$ cat src/rtl/keypad_reader.sv
// keypad_reader
//   Polls a memory-mapped keypad controller, pulls key codes out of it,
//   assembles a four-digit hex entry and queues every raw key code.
//
//   Parameters
//     POLL_DIV    clk cycles spent waiting between successive ready polls
//     FIFO_DEPTH  raw key-code FIFO entries (power of two, >= 2)
//
//   Ports
//     clk           system clock, all state on its rising edge
//     rst_n         asynchronous active-low reset
//     kp_data       keypad bus: key code in [3:0] (kp_a0=0), ready in [0] (kp_a0=1)
//     kp_a0         keypad register select, 1 = status, 0 = data
//     kp_readyclr   one-cycle pulse that clears the keypad ready flag
//     entry         four hex digits being typed, newest in [3:0]
//     commit_value  last committed entry
//     commit_valid  one-cycle pulse when commit_value updates
//     key_code      FIFO head (valid while key_valid=1)
//     key_valid     FIFO not empty
//     key_pop       consumer pops the FIFO head this cycle
//     overflow      sticky flag: a key was dropped on a full FIFO
module keypad_reader #(
  parameter int POLL_DIV   = 50000,
  parameter int FIFO_DEPTH = 4
) (
  input  logic        clk,
  input  logic        rst_n,
  input  logic [15:0] kp_data,
  output logic        kp_a0,
  output logic        kp_readyclr,
  output logic [15:0] entry,
  output logic [15:0] commit_value,
  output logic        commit_valid,
  output logic [3:0]  key_code,
  output logic        key_valid,
  input  logic        key_pop,
  output logic        overflow
);

  localparam int CW = (POLL_DIV > 1) ? $clog2(POLL_DIV) : 1;
  localparam int AW = (FIFO_DEPTH > 1) ? $clog2(FIFO_DEPTH) : 1;
  localparam logic [CW-1:0] CNT_MAX   = CW'(POLL_DIV - 1);
  localparam logic [AW:0]   FIFO_FULL = (AW + 1)'(FIFO_DEPTH);

  typedef enum logic [1:0] {
    WAIT   = 2'd0,
    STATUS = 2'd1,
    DATA   = 2'd2,
    CLEAR  = 2'd3
  } state_t;

  state_t          state;
  logic [CW-1:0]   poll_cnt;
  logic [3:0]      key_reg;

  // Upper data bits carry nothing of interest for this keypad.
  logic unused_bits;
  assign unused_bits = ^kp_data[15:4];

  // ---------------------------------------------------------------------------
  // Poll sequencer. kp_a0 / kp_readyclr are registered alongside the state so
  // kp_a0 is low exactly while in DATA and kp_readyclr high exactly in CLEAR.
  // ---------------------------------------------------------------------------
  always_ff @(posedge clk or negedge rst_n) begin
    if (!rst_n) begin
      state       <= WAIT;
      poll_cnt    <= '0;
      kp_a0       <= 1'b1;
      kp_readyclr <= 1'b0;
      key_reg     <= 4'h0;
    end else begin
      case (state)
        WAIT: begin
          kp_a0       <= 1'b1;
          kp_readyclr <= 1'b0;
          if (poll_cnt == CNT_MAX) begin
            poll_cnt <= '0;
            state    <= STATUS;
          end else begin
            poll_cnt <= poll_cnt + 1'b1;
          end
        end
        STATUS: begin
          if (kp_data[0]) begin
            state <= DATA;
            kp_a0 <= 1'b0;
          end else begin
            state <= WAIT;
          end
        end
        DATA: begin
          key_reg     <= kp_data[3:0];
          state       <= CLEAR;
          kp_a0       <= 1'b1;
          kp_readyclr <= 1'b1;
        end
        CLEAR: begin
          kp_readyclr <= 1'b0;
          state       <= WAIT;
        end
        default: begin
          state       <= WAIT;
          kp_a0       <= 1'b1;
          kp_readyclr <= 1'b0;
        end
      endcase
    end
  end

  // The captured key is accepted during the CLEAR cycle.
  logic accept;
  assign accept = (state == CLEAR);

  // ---------------------------------------------------------------------------
  // Raw key FIFO, first-word fall-through.
  // ---------------------------------------------------------------------------
  logic [3:0]    mem [FIFO_DEPTH];
  logic [AW-1:0] wr_ptr;
  logic [AW-1:0] rd_ptr;
  logic [AW:0]   count;
  logic          fifo_full;
  logic          fifo_empty;
  logic          do_pop;
  logic          do_push;

  assign fifo_full  = (count == FIFO_FULL);
  assign fifo_empty = (count == '0);
  assign do_pop     = key_pop & ~fifo_empty;
  // A pop in the same cycle frees the slot, so a full FIFO still takes the key.
  assign do_push    = accept & (~fifo_full | do_pop);

  assign key_valid  = ~fifo_empty;
  assign key_code   = mem[rd_ptr];

  always_ff @(posedge clk) begin
    if (do_push) begin
      mem[wr_ptr] <= key_reg;
    end
  end

  always_ff @(posedge clk or negedge rst_n) begin
    if (!rst_n) begin
      wr_ptr   <= '0;
      rd_ptr   <= '0;
      count    <= '0;
      overflow <= 1'b0;
    end else begin
      if (do_push) begin
        wr_ptr <= wr_ptr + 1'b1;
      end
      if (do_pop) begin
        rd_ptr <= rd_ptr + 1'b1;
      end
      if (do_push && !do_pop) begin
        count <= count + 1'b1;
      end else if (!do_push && do_pop) begin
        count <= count - 1'b1;
      end
      if (accept && !do_push) begin
        overflow <= 1'b1;
      end
    end
  end

  // ---------------------------------------------------------------------------
  // Entry assembly and commit. Runs on every accepted key, dropped or not.
  // ---------------------------------------------------------------------------
  always_ff @(posedge clk or negedge rst_n) begin
    if (!rst_n) begin
      entry        <= 16'h0000;
      commit_value <= 16'h0000;
      commit_valid <= 1'b0;
    end else begin
      commit_valid <= 1'b0;
      if (accept) begin
        if (key_reg <= 4'h9) begin
          entry <= {entry[11:0], key_reg};
        end else if (key_reg == 4'hE) begin
          entry <= 16'h0000;
        end else if (key_reg == 4'hF) begin
          commit_value <= entry;
          commit_valid <= 1'b1;
          entry        <= 16'h0000;
        end
      end
    end
  end

endmodule

$ cat config.mk
export PLATFORM = sky130hd
export DESIGN_NAME = keypad_reader
export DESIGN_NICKNAME = d
export VERILOG_FILES = /design/src/rtl/keypad_reader.sv
export SDC_FILE = /design/constraint.sdc
export NUM_CORES = 1
export LEC_CHECK = 0
export ABC_AREA = 1
export CORE_UTILIZATION = 45
export CTS_BUF_LIST = sky130_fd_sc_hd__clkbuf_8
export CTS_CLUSTER_DIAMETER = 30
export DETAILED_ROUTE_END_ITERATION = 7
export PLACE_DENSITY = 0.71
export SETUP_SLACK_MARGIN = 0.3
export SLEW_MARGIN = 20
export SYNTH_ARGS = -nofsm -noshare
export SYNTH_HDL_FRONTEND = slang
export SYNTH_SLANG_ARGS = --single-unit
$ cat constraint.sdc
create_clock -name clk -period 2 [get_ports clk]
set_input_delay 0.4 -clock clk [delete_from_list [all_inputs] [get_ports clk]]
set_output_delay 0.4 -clock clk [all_outputs]
set_load 0.1 [all_outputs]
* Word level (Yosys, flattened, before mapping)
Memories as Yosys holds them, arrays and structs flattened.
Cells that the tools add are included.
** Storage, ports and cells
- Memories :: 1
- Bits in writable memories :: 16
- Logic and storage cells :: 69
- Output and inout port bits :: 41
- Register bits :: 65
- Bits of input ports :: 19
** Memory list
- mem :: words 4, width 4, rd ports 1, clocked after Yosys merged registers in 0, write ports 1, RTL line 117 : logic [3:0] mem [FIFO_DEPTH];
** Operators by class
- Add/subtract/negate cells :: 5
- Bitwise operators :: 7
- Mux-type cells :: 18
- Magnitude comparators :: 1
- Equality and inequality tests :: 9
- Reduce and logical (&&, ||, !) cells :: 16
** Operator list (count)
- two-way mux 16 bit :: 4
- adder 16 x 1 -> 16 bit, second input constant :: 1
- == test 16 bit, second input constant :: 1
- == test 4 bit, second input constant :: 2
- one-hot mux 2 bit (4 select lines) :: 1
- two-way mux 1 bit :: 7
- two-way mux 3 bit :: 2
- nonzero test 2 bit :: 3
- adder 2 x 1 -> 2 bit, second input constant :: 2
- == test 2 bit, second input constant :: 2
- less-or-equal comparator 4 bit, second input constant :: 1
- two-way mux 2 bit :: 2
- inequality test 2 bit, second input constant :: 2
- NOT 1 bit :: 4
- one-hot mux 1 bit (2 select lines) :: 2
- AND reduction 2 bit :: 2
- AND reduction 4 bit :: 1
- OR reduction 2 bit :: 2
- adder 3 x 1 -> 3 bit, second input constant :: 1
- == test 3 bit, second input constant :: 1
- logical AND 1 bit :: 3
- logical NOT 3 bit :: 1
- nonzero test 3 bit :: 1
- subtractor 3 x 1 -> 3 bit, second input constant :: 1
- other kinds (5) :: 7

* Logic depth before layout (Yosys ltp)
Gate-level depths: netlist (run 1).
- Depth in word-level cells :: 9
- Depth in mapped cells :: 11
- Depth with buffers taken out :: 11

* Worst setup path before layout (run 1)
No wires, ideal clock.
- Path type :: reg2out
- From :: reg rd_ptr[0]
- To :: out key_code[0]
- Path slack :: -609 ps
- Cell stages (with the launch flop) :: 5
- Arrival time :: 2209 ps
- Path buffers :: 1
- Cells stage by stage :: dfrtp_1 -> buf_2 -> inv_1 -> o21ai_0 -> o22ai_1
** Between the ends
- Longest elaborated chain between the ends :: 1
** Ends and longest elaborated chain
- from (decl) :: RTL line 119 : logic [AW-1:0] rd_ptr;
- from (signal assigned) :: RTL line 152 : rd_ptr <= rd_ptr + 1'b1;
- memory (4 x 4 bit)
- to (decl) :: RTL line 34 : output logic [3:0] key_code,
Every way passes these cells.

* Final worst setup path (run 1)
- From :: reg count[1]
- To :: reg count[2]
** Between the ends
- Longest elaborated chain between the ends :: 8
** Ends and longest elaborated chain
- from (decl) :: RTL line 120 : logic [AW:0] count;
- from (signal assigned) :: RTL line 155 : count <= count + 1'b1;
- from (signal assigned) :: RTL line 157 : count <= count - 1'b1;
- logical NOT 3 bit :: RTL line 127 : assign fifo_empty = (count == '0);
- NOT 1 bit :: RTL line 128 : assign do_pop = key_pop & ~fifo_empty;
- bitwise AND 1 bit :: RTL line 128
- OR 1 bit :: RTL line 130 : assign do_push = accept & (~fifo_full | do_pop);
- bitwise AND 1 bit :: RTL line 130
- logical NOT 1 bit :: RTL line 156 : end else if (!do_push && do_pop) begin
- logical AND 1 bit :: RTL line 156
- nonzero test 2 bit (no source line)
Parallel ways exist; a longest one is shown, timed or not. The select of a mux whose other input is x is not followed.
A chain may end at the register's enable or synchronous reset.

==> run summary, run 1 <==
Fin crit period: 1.81 ns
Final worst setup slack: 0.192 ns
Overall via count from detail_route: 2931
Crit path DAT: 2.04 ns
Final #Nets: 514
Leakage: 2.29 nW
Max Slew Vio Count: 0
Startpoint type of the worst setup path: flop
Die Wd: 93.7 microns
Share of the synthesized area in the top cell type: 42.3%
Largest net degree at the start of global routing: 66
Placed Instances: 565
Crit path max-delay family: adder cells
First-pass GRT wire length: 13.1 mm
Layout cell share with drive strength beyond 1: 27.7%
Clock root cell: clkbuf_8
Top-level I/O count: 60
Synthesized area per cell: 9.19 sq um
Mapped Cells: 412
#FFs+latches synth: 81
Synth top cells by count: nand2_1 (92), dfrtp_1 (64), nor2_1 (55)
Seq/Total Area, Yosys: 55.7%
DRC: 0
Die ar.: 8780 sq um
Fraction of registers with async set/reset: 80.2%
Final std cells w/o fill: 593
Post-place setup slack: -0.233 ns
Max-cap viol count: 0
WP buf/inv: 2
Drt wl/cell: 13.1 microns
Syn Std Cell Area: 3780 sq um
Slew @ Worst Pin: 0.368 ns
Synthesis Warnings: 0
Post-Route WL: 7.77 mm
Clk_skew: 0.0124 ns
Run status: complete, no violations
Finished Core Util: 59.8%
Vias in the first global route: 2816
GRT overflow: 0
Predominant post-synthesis flop cell: dfrtp_1
CP required: 2.24 ns
Slew headroom: 75.4%
H-tree Lvls: 3
Layout overhead on the synthesized area: 29.3%
Hold_ws: 0.0418 ns
EDFF count, synth: 16
CTS Buf Count: 9
Power Density: 982 nW/um^2
Hold WC Path Type: in -> async
Vias per cell: 4.94
Clock slew at reported path FFs: 0.08 ns
RSZ-0062 raised after global routing: yes
Placeable Area: 8180 sq um
Worst VDD drop: 435 uV
Number of core rows: 33
Max Root-Sink Buffers: 2
Drt pass-1 iters: 4
Post-route ant nets: 0
Ant diodes: 0
Placed wire-length estimate: 5.35 mm
Fin Setup TNS: 0 ns
Syn nets: 443
Placer Congestion: 0.878
Fill cell count: 722
Critical Path, Cell by Cell: nor2_4 > buf_12 > nand2_8 > nand2_4 > ha_4 > inv_2 > fa_2 > a21oi_2 > o21ai_1 > xor2_1
Worst skew pair latency: 0.35 ns
Crit end category: flop
Max stage delay on crit path: 0.43 ns
Starting density of the core: 46.3%
Final setup viols: 0
Final Hold Vio Count: 0
Fmax: 553 MHz
Tcrit/Tclk final: 90.4%
CTS Sinks: 81
Yosys cell types: 36
Crit Path Category: reg -> reg
PortBufs: 47
Die Y-Extent: 93.7 microns
Synth area leader: dfrtp_1
GRT Overall Usage: 19.4%
Initial DRC Count: 142
Multi-input gate area: 1560 sq um
Register area: 2110 sq um
TritonCTS clock tree: done
Crit path max fanout: 3
Crit-path slowest cell: dfrtp_2
Top cells by area, synth: dfrtp_1 (42%), edfxtp_1 (13%), nand2_1 (9.1%)
Initial antenna violation count: 0
CTS Hold Bufs: 0
Most frequent cell after synthesis: nand2_1
==> cells by family (layout without fill, tap and decap cells) <==
logic type | after synthesis | after routing | synth area share [%]
flops | 81 | 81 | 55.7
simple gates | 177 | 177 | 19.1
xor+xnor | 6 | 6 | 1.39
buf+inv | 67 | 143 | 7.87
compound gates | 67 | 67 | 11.1
fa+ha+maj | 12 | 12 | 4.17
mux | 2 | 2 | 0.595
==> report_power, final <==
part | leakage, nW | internal [mW] | switching, mW | total (mW)
logic | 1.18 | 0.694 | 0.988 | 1.68
registers | 0.996 | 1.75 | 0.0756 | 1.83
clock network | 0.116 | 0.695 | 0.597 | 1.29
total | 2.29 | 3.14 | 1.66 | 4.80
==> cell usage in the layout, fill, tap and decap left out, types with 4 or more instances in the layout <==
cell and instances:
ha_1 8, edfxtp_1 16, o21ai_1 11, dfrtp_2 4
xor2_1 5, clkbuf_8 9, nand2_1 87, buf_6 4
nor2_1 47, inv_1 53, nor2_4 5, dfrtp_1 60
buf_12 8, nand3_1 17, nor2_2 4, buf_4 54
o21ai_2 14, clkdlybuf4s50_1 4, o21ai_0 25, nand4_1 6
o22ai_4 4
==> worst reg2reg max path: cells and delay by family, from the launching register on <==
kind                       cells  cell delay, ns
adders and majority gates      2            0.48
and+or+nand+nor                3            0.29
DFF                            1            0.43
buffers and inverters          2            0.16
AOI/OAI and AO/OA              2            0.20
xor gates and xnor gates       1            0.14
==> routing by layer <==
metal | share of wire, % | up-vias | track usage [%] | routed length (microns)
met5 | 0 | - | 0 | 0
met2 | 51 | 48 | 32.2 | 3960
li1 | - | 1459 | - | -
met3 | 3.5 | 6 | 4.29 | 269
met4 | 0.93 | 0 | 7.05 | 72
met1 | 45 | 1418 | 25.0 | 3470
==> path summary, 6_finish.rpt <==
check,slack [ns],cells past startpoint,to,start
max in group asynchronous,1.65,2,kp_a0$_DFFE_PN1P_,rst_n
min in group clk,0.49,1,overflow$_DFFE_PN0P_,overflow$_DFFE_PN0P_
min reg2reg,0.49,1,overflow$_DFFE_PN0P_,overflow$_DFFE_PN0P_
max reg2reg,0.19,10,count[2]$_DFFE_PN0P_,count[1]$_DFFE_PN0P_
min,0.04,2,count[1]$_DFFE_PN0P_,rst_n
max,0.19,10,count[2]$_DFFE_PN0P_,count[1]$_DFFE_PN0P_
==> final cells by class <==
class	count	area share (%)
tap	105	2.69
sequential	81	43.2
clock inverter	7	1.76
inverter	55	4.27
timing repair buffer	72	13.6
clock buffer	9	2.53
multi-input combinational	264	32.0
==> metrics by stage <==
stage	total power [mW]	area [sq um]
floorplan	2.82	3890
global placement	3.23	4470
detailed placement	3.27	4470
CTS	4.77	4810
global route	5.00	4890
finish	4.80	4890
==> what timing repair did <==
item                       CTS  global route
pin swaps                    4             2
gates resized for setup     27            12
setup endpoints to repair   15            35
buffers inserted             7             5
No activity file was read; power rests on OpenSTA's default activity.
==> inputs of run 2 (changes only) <==
--- a/config.mk
+++ b/config.mk
@@ -6,11 +6,11 @@
 export NUM_CORES = 1
 export LEC_CHECK = 0
 export ABC_AREA = 1
-export CORE_UTILIZATION = 45
+export CORE_UTILIZATION = 50
 export CTS_BUF_LIST = sky130_fd_sc_hd__clkbuf_8
 export CTS_CLUSTER_DIAMETER = 30
 export DETAILED_ROUTE_END_ITERATION = 7
-export PLACE_DENSITY = 0.71
+export PLACE_DENSITY = 0.78
 export SETUP_SLACK_MARGIN = 0.3
 export SLEW_MARGIN = 20
 export SYNTH_ARGS = -nofsm -noshare
==> run 2 against run 1 <==
  * Cell count decreased by 1.2%
  * Routed wire length rose by 3.8%
  * Critical path type unchanged
  * Non-clock buffer count shrank 1
  * Global-route usage grew 2.9 points
==> run summary, run 2 (same netlist as run 1, synthesis figures left out) <==
Grt met1 use: 27.7% (+2.7 points)
Fmax: 544 MHz (-1.7%)
Max Slew Vio Count: 0 (unchanged)
Fill cell count: 557 (-23%)
Max Root-Sink Buffers: 2 (unchanged)
Leakage: 2.29 nW (about the same)
TritonCTS clock tree: done
Drt pass-1 iters: 4 (unchanged)
Clk_skew: 0.00880 ns (-0.00361 ns)
Layout cell share with drive strength beyond 1: 29.4% (+1.7 points)
First-pass GRT wire length: 13.3 mm (+1.5%)
CTS Buf Count: 9 (unchanged)
Die Y-Extent: 89.0 microns (-5.0%)
Layout overhead on the synthesized area: 30.5%
Drt wl/cell: 13.8 microns (+5.1%)
Tcrit/Tclk final: 91.9% (+1.5 points)
Overall via count from detail_route: 2965 (+1.2%)
Vias per cell: 5.06 (+2.4%)
Post-place setup slack: -0.235 ns (-0.00245 ns)
Grt met3 use: 3.51% (-0.78 points)
Placeable Area: 7290 sq um (-11%)
Max-cap viol count: 0 (unchanged)
Die ar.: 7920 sq um (-9.8%)
Crit Reg-Reg Endpoint: count[1]$_DFFE_PN0P_
Crit Path Category: reg -> reg
Largest net degree at the start of global routing: 45 (-32%)
Slew headroom: 73.4% (-1.9 points)
CTS Sinks: 81 (unchanged)
Crit path DAT: 2.09 ns (+0.05 ns)
CP required: 2.25 ns (about the same)
Design Power: 4.97 mW (+3.5%)
PortBufs: 47 (unchanged)
Max stage delay on crit path: 0.43 ns (about the same)
Commonest non-fill, non-tap cell in the layout: nand2_1
GRT overflow: 0 (unchanged)
Final Hold Vio Count: 0 (unchanged)
Initial antenna violation count: 0 (unchanged)
Worst VDD drop: 423 uV (-2.8%)
Crit-path slowest cell: dfrtp_2
Clock slew at reported path FFs: 0.09 ns (about the same)
Power Density: 1010 nW/um^2 (+2.5%)
Most used routing layer: met2
Placed wire-length estimate: 5.48 mm (+2.5%)
Hold WC Path Type: in -> async
Critical Path, Cell by Cell: nor2_4 > nand2_1 > nand2_2 > inv_2 > ha_4 > inv_4 > fa_2 > mux2_4
Starting density of the core: 51.9% (+5.6 points)
Fin crit period: 1.84 ns (+0.0305 ns)
Slew @ Worst Pin: 0.398 ns (+0.0302 ns)
H-tree Lvls: 3 (unchanged)
Ant diodes: 0 (unchanged)
RSZ-0062 raised after global routing: yes
Startpoint type of the worst setup path: flop
Worst r2r src: count[1]$_DFFE_PN0P_
GRT Overall Usage: 22.3% (+2.9 points)
Crit path max fanout: 3 (unchanged)
Most frequent cells in the layout: nand2_1 (88), dfrtp_1 (58), buf_4 (54)
Post-route ant nets: 0 (unchanged)
Final worst setup slack: 0.161 ns (-0.0305 ns)
Run status: complete, no violations
Post-Route WL: 8.06 mm (+3.8%)
Final setup viols: 0 (unchanged)
Number of core rows: 31 (-6.1%)
Worst-case reg-to-reg path depth: 8 (-2)
Die Wd: 89.0 microns (-5.0%)
Vias in the first global route: 2887 (+2.5%)
Fin Setup TNS: 0 ns (unchanged)
Worst skew pair latency: 0.36 ns (about the same)
Clock root cell: clkbuf_8
DRC: 0 (unchanged)
Final #Nets: 513 (-0.19%)
Met2 Use GR: 37.6% (+5.4 points)
R2R setup slack: 0.16 ns (-0.03 ns)
Crit end category: flop
Placer Congestion: 0.863 (-1.7%)
Initial DRC Count: 165 (+16%)
Top-level I/O count: 60 (unchanged)
==> run 2: layout make-up <==
cell class	count	area (sq um)	share of cell area [%]
clock buffer	9	124	2.51
clock inverter	7	126	2.56
inverter	55	211	4.28
multi-input combinational	264	1580	32.0
sequential	81	2120	42.8
tap	99	124	2.51
timing repair buffer	71	659	13.3
==> run 2: report_power, final <==
group          internal (mW)  switching (mW)  total, mW  leakage, nW
clock network          0.844           0.637       1.48        0.122
registers               1.75          0.0867       1.84        0.993
logic                  0.656           0.995       1.65         1.18
==> run 2: per-layer routing <==
metal	vias up	wire length (microns)
li1	1455	-
met1	1426	3380
met5	-	0
met3	22	244
met2	62	4220
met4	0	219
==> run 2: worst max-delay path by stage <==
stage,from,end,slack (ns),depth (start not counted)
floorplan,count[1]$_DFFE_PN0P_,count[1]$_DFFE_PN0P_,0.14,8
global placement,key_pop,count[1]$_DFFE_PN0P_,-0.17,9
detailed placement,key_pop,count[1]$_DFFE_PN0P_,-0.24,9
CTS,rd_ptr[0]$_DFFE_PN0P_,key_code[0],0.14,4
global route,count[1]$_DFFE_PN0P_,count[2]$_DFFE_PN0P_,0.08,10
finish,count[1]$_DFFE_PN0P_,count[1]$_DFFE_PN0P_,0.16,8
==> run 2: timing repair <==
item / 4_1_cts / 5_1_grt
endpoints found under the setup margin: 11 / 48
setup buffers: 11 / 2
pin swaps: 4 / 2
hold buffers: 1 / 0
hold endpoints to repair: 8 / 0
resized for setup: 28 / 20
==> run 2: worst max-delay path: cells and delay by family (launching register included) <==
family / cells / cell delay [ns]
adder cells (fa/ha/maj): 2 / 0.59
buffers and inverters: 2 / 0.10
flip-flops: 1 / 0.43
multiplexers: 1 / 0.28
AND/OR/NAND/NOR: 3 / 0.31
==> run 2: metrics by stage <==
step,cells,utilization [%],instance area (sq um),hold slack (ns)
2_1_floorplan,412,-,3890,0.104
3_3_place_gp,556,60.9,4440,0.274
3_5_place_dp,556,60.9,4440,0.275
4_1_cts,584,66.6,4860,0.423
5_1_grt,586,67.7,4940,0.460
6_report,586,67.7,4940,0.415
==> inputs of run 3 (changes only) <==
--- a/config.mk
+++ b/config.mk
@@ -5,8 +5,7 @@
 export SDC_FILE = /design/constraint.sdc
 export NUM_CORES = 1
 export LEC_CHECK = 0
-export ABC_AREA = 1
-export CORE_UTILIZATION = 50
+export CORE_UTILIZATION = 49
 export CTS_BUF_LIST = sky130_fd_sc_hd__clkbuf_8
 export CTS_CLUSTER_DIAMETER = 30
 export DETAILED_ROUTE_END_ITERATION = 7
==> run 3 against run 2 <==
  * Setup slack lost 0.15 ns
  * Via count fell by 13%
  * Synthesized area shrank 6.7%
  * Die area shrank 4.7%
  * Non-clock buffer count rose by 14
  * Clock power fell by 4%
==> run summary, run 3 <==
EDFF count, synth: 16 (unchanged)
Max-cap viol count: 0 (unchanged)
Slew headroom: 73.9% (+0.48 points)
Fmax: 504 MHz (-7.4%)
Worst VDD drop: 379 uV (-11%)
Layout overhead on the synthesized area: 36.7%
Crit path max fanout: 5 (+2)
Final Hold Vio Count: 0 (unchanged)
Most frequent cells in the layout: buf_4 (67), dfrtp_1 (61), nand2_1 (42)
Met2 Use GR: 35.9% (-1.7 points)
Startpoint type of the worst setup path: flop
H-tree Lvls: 3 (unchanged)
Synth top cells by count: dfrtp_1 (64), nand2_1 (43), o21ai_0 (23)
Synthesized area per cell: 12.3 sq um (+34%)
Placed wire-length estimate: 4.66 mm (-15%)
CTS Buf Count: 9 (unchanged)
Vias per cell: 5.40 (+6.6%)
#FFs+latches synth: 81 (unchanged)
Power Density: 650 nW/um^2 (-35%)
Final setup viols: 0 (unchanged)
Die Y-Extent: 86.9 microns (-2.4%)
Post-Route WL: 7.47 mm (-7.4%)
Clock slew at reported path FFs: 0.09 ns (about the same)
Grt met1 use: 27.6% (-0.14 points)
Share of the synthesized area in the top cell type: 45.3% (+3.0 points)
Drt pass-1 iters: 4 (unchanged)
Clock root cell: clkbuf_8
TritonCTS clock tree: done
Crit Path Category: reg -> out
Run status: complete, no violations
Top cells by area, synth: dfrtp_1 (45%), edfxtp_1 (14%), mux2_2 (6.1%)
Placeable Area: 6870 sq um (-5.8%)
Hold WC Path Type: in -> async
Worst r2r src: count[1]$_DFFE_PN0P_
Most frequent cell after synthesis: dfrtp_1
Crit path max-delay family: multiplexers
Top-level I/O count: 60 (unchanged)
Layout cell share with drive strength beyond 1: 42.1% (+13 points)
Design area: 4830 sq um (-2.3%)
Predominant post-synthesis flop cell: dfrtp_1
GRT Overall Usage: 21.5% (-0.80 points)
Largest net degree at the start of global routing: 66 (+47%)
Initial antenna violation count: 0 (unchanged)
Tcrit/Tclk final: 99.3% (+7.3 points)
Leakage: 2.26 nW (-1.4%)
Drt wl/cell: 15.6 microns (+14%)
Synth area leader: dfrtp_1
Starting density of the core: 51.4% (-0.48 points)
CTS Hold Bufs: 0 (-1)
Multi-input gate area: 1560 sq um (-1.1%)
Max stage delay on crit path: 0.57 ns (+0.14 ns)
Ant diodes: 0 (unchanged)
Slew @ Worst Pin: 0.390 ns (-0.00814 ns)
Post-route ant nets: 0 (unchanged)
Max Root-Sink Buffers: 2 (unchanged)
Mapped Cells: 287 (-30%)
Worst-case reg-to-reg path depth: 7 (-1)
GRT overflow: 0 (unchanged)
Critical Path, Cell by Cell: mux4_2 > buf_12
Cell Area, Placed: 4310 sq um (-3.1%)
Initial DRC Count: 77 (-53%)
Finished Core Util: 70.3% (+2.5 points)
Die Wd: 86.9 microns (-2.4%)
Synthesis Warnings: 0 (unchanged)
Overall via count from detail_route: 2579 (-13%)
Max Slew Vio Count: 0 (unchanged)
Die ar.: 7550 sq um (-4.7%)
Fraction of registers with async set/reset: 80.2% (unchanged)
Number of core rows: 30 (-3.2%)
Hold_ws: 0.0622 ns (-0.353 ns)
First-pass GRT wire length: 12.2 mm (-8.5%)
Most used routing layer: met2
Vias in the first global route: 2504 (-13%)
RSZ-0062 raised after global routing: yes
Syn nets: 318 (-28%)
R2R setup slack: 0.04 ns (-0.12 ns)
Crit-path slowest cell: mux4_2
Grt met3 use: 4.36% (+0.85 points)
Fin crit period: 1.99 ns (+0.147 ns)
CP required: 1.60 ns (-0.65 ns)
CTS Sinks: 81 (unchanged)
Crit Reg-Reg Endpoint: count[1]$_DFFE_PN0P_
Crit end category: output port
Syn Std Cell Area: 3530 sq um (-6.7%)
PortBufs: 47 (unchanged)
Fill cell count: 471 (-15%)
Clk_skew: 0.0151 ns (+0.00632 ns)
Yosys cell types: 41 (+14%)
DRC: 0 (unchanged)
Final #Nets: 408 (-20%)
Commonest non-fill, non-tap cell in the layout: buf_4
Placer Congestion: 0.823 (-4.6%)
Crit path DAT: 1.59 ns (-0.50 ns)
Register area: 2110 sq um (-0.18%)
Worst skew pair latency: 0.35 ns (about the same)
WP buf/inv: 1 (-1)
Seq/Total Area, Yosys: 59.7% (+4.0 points)
[run 3: cell count changes in the layout (fill, tap and decap cells not counted), moves of 5 or more]
cell / previous run / this run
o21ai_1: 10 / 4
inv_1: 48 / 8
nand3_1: 17 / 5
buf_4: 54 / 67
mux2_2: 1 / 18
o21ai_0: 25 / 20
nor2_4: 6 / 0
nor2_1: 43 / 5
o21ai_2: 15 / 0
nand2_1: 88 / 42
xnor2_1: 1 / 8
[run 3: through the flow]
step           power [mW]  setup slack (ns)  cells  TNS, ns
3_3_place_gp         1.75            -0.419    446    -1.20
5_1_grt              3.25           -0.0301    478   -0.106
2_1_floorplan        1.71           -0.0377    287  -0.0750
4_1_cts              3.16           0.00254    475        0
6_report             3.14            0.0147    478        0
3_5_place_dp         1.75            -0.517    446    -2.99
[run 3: power breakdown]
group	internal (mW)	switching [mW]	total, mW
combinational	0.0130	0.0301	0.0431
clock	0.829	0.591	1.42
sequential	1.68	0	1.68
total	2.52	0.621	3.14
[run 3: area by class of cell]
type	instances	share of cell area, %
clock buffers	9	2.57
clock inverters	7	2.41
inverters	11	0.855
multi-input cells	189	32.3
flip-flops and latches	81	43.7
well taps	96	2.49
repair buffers	85	15.6
[run 3: what timing repair did]
item,CTS,global route
setup endpoints to repair,70,65
gates resized for setup,19,27
endpoints found under the hold margin,0,0
pin swaps,20,8
gates cloned,3,0
buffers inserted,10,3
[run 3: worst max path at each step]
| stage | from | cells past startpoint | to |
|---|---|---|---|
| final | rd_ptr[0]$_DFFE_PN0P_ | 2 | key_code[0] |
| after global placement | key_pop | 7 | count[1]$_DFFE_PN0P_ |
| after floorplan | count[0]$_DFFE_PN0P_ | 8 | count[2]$_DFFE_PN0P_ |
| after detailed placement | key_pop | 7 | count[1]$_DFFE_PN0P_ |
| after CTS | rd_ptr[0]$_DFFE_PN0P_ | 2 | key_code[0] |
| after global routing | count[1]$_DFFE_PN0P_ | 7 | count[1]$_DFFE_PN0P_ |
[run 3: cell families after synthesis]
family	count (synthesis)	synth area share (%)
fa+ha+maj	12	4.46
flops	81	59.7
buf+inv	20	2.13
simple gates	94	13.8
xor+xnor	15	3.72
mux	25	9.17
compound gates	40	7.01
[run 3: per-layer routing]
| metal | vias to the layer above | share of wire, % |
|---|---|---|
| met5 | - | 0 |
| li1 | 1208 | - |
| met3 | 13 | 4.7 |
| met4 | 0 | 1.6 |
| met2 | 72 | 49 |
| met1 | 1286 | 44 |
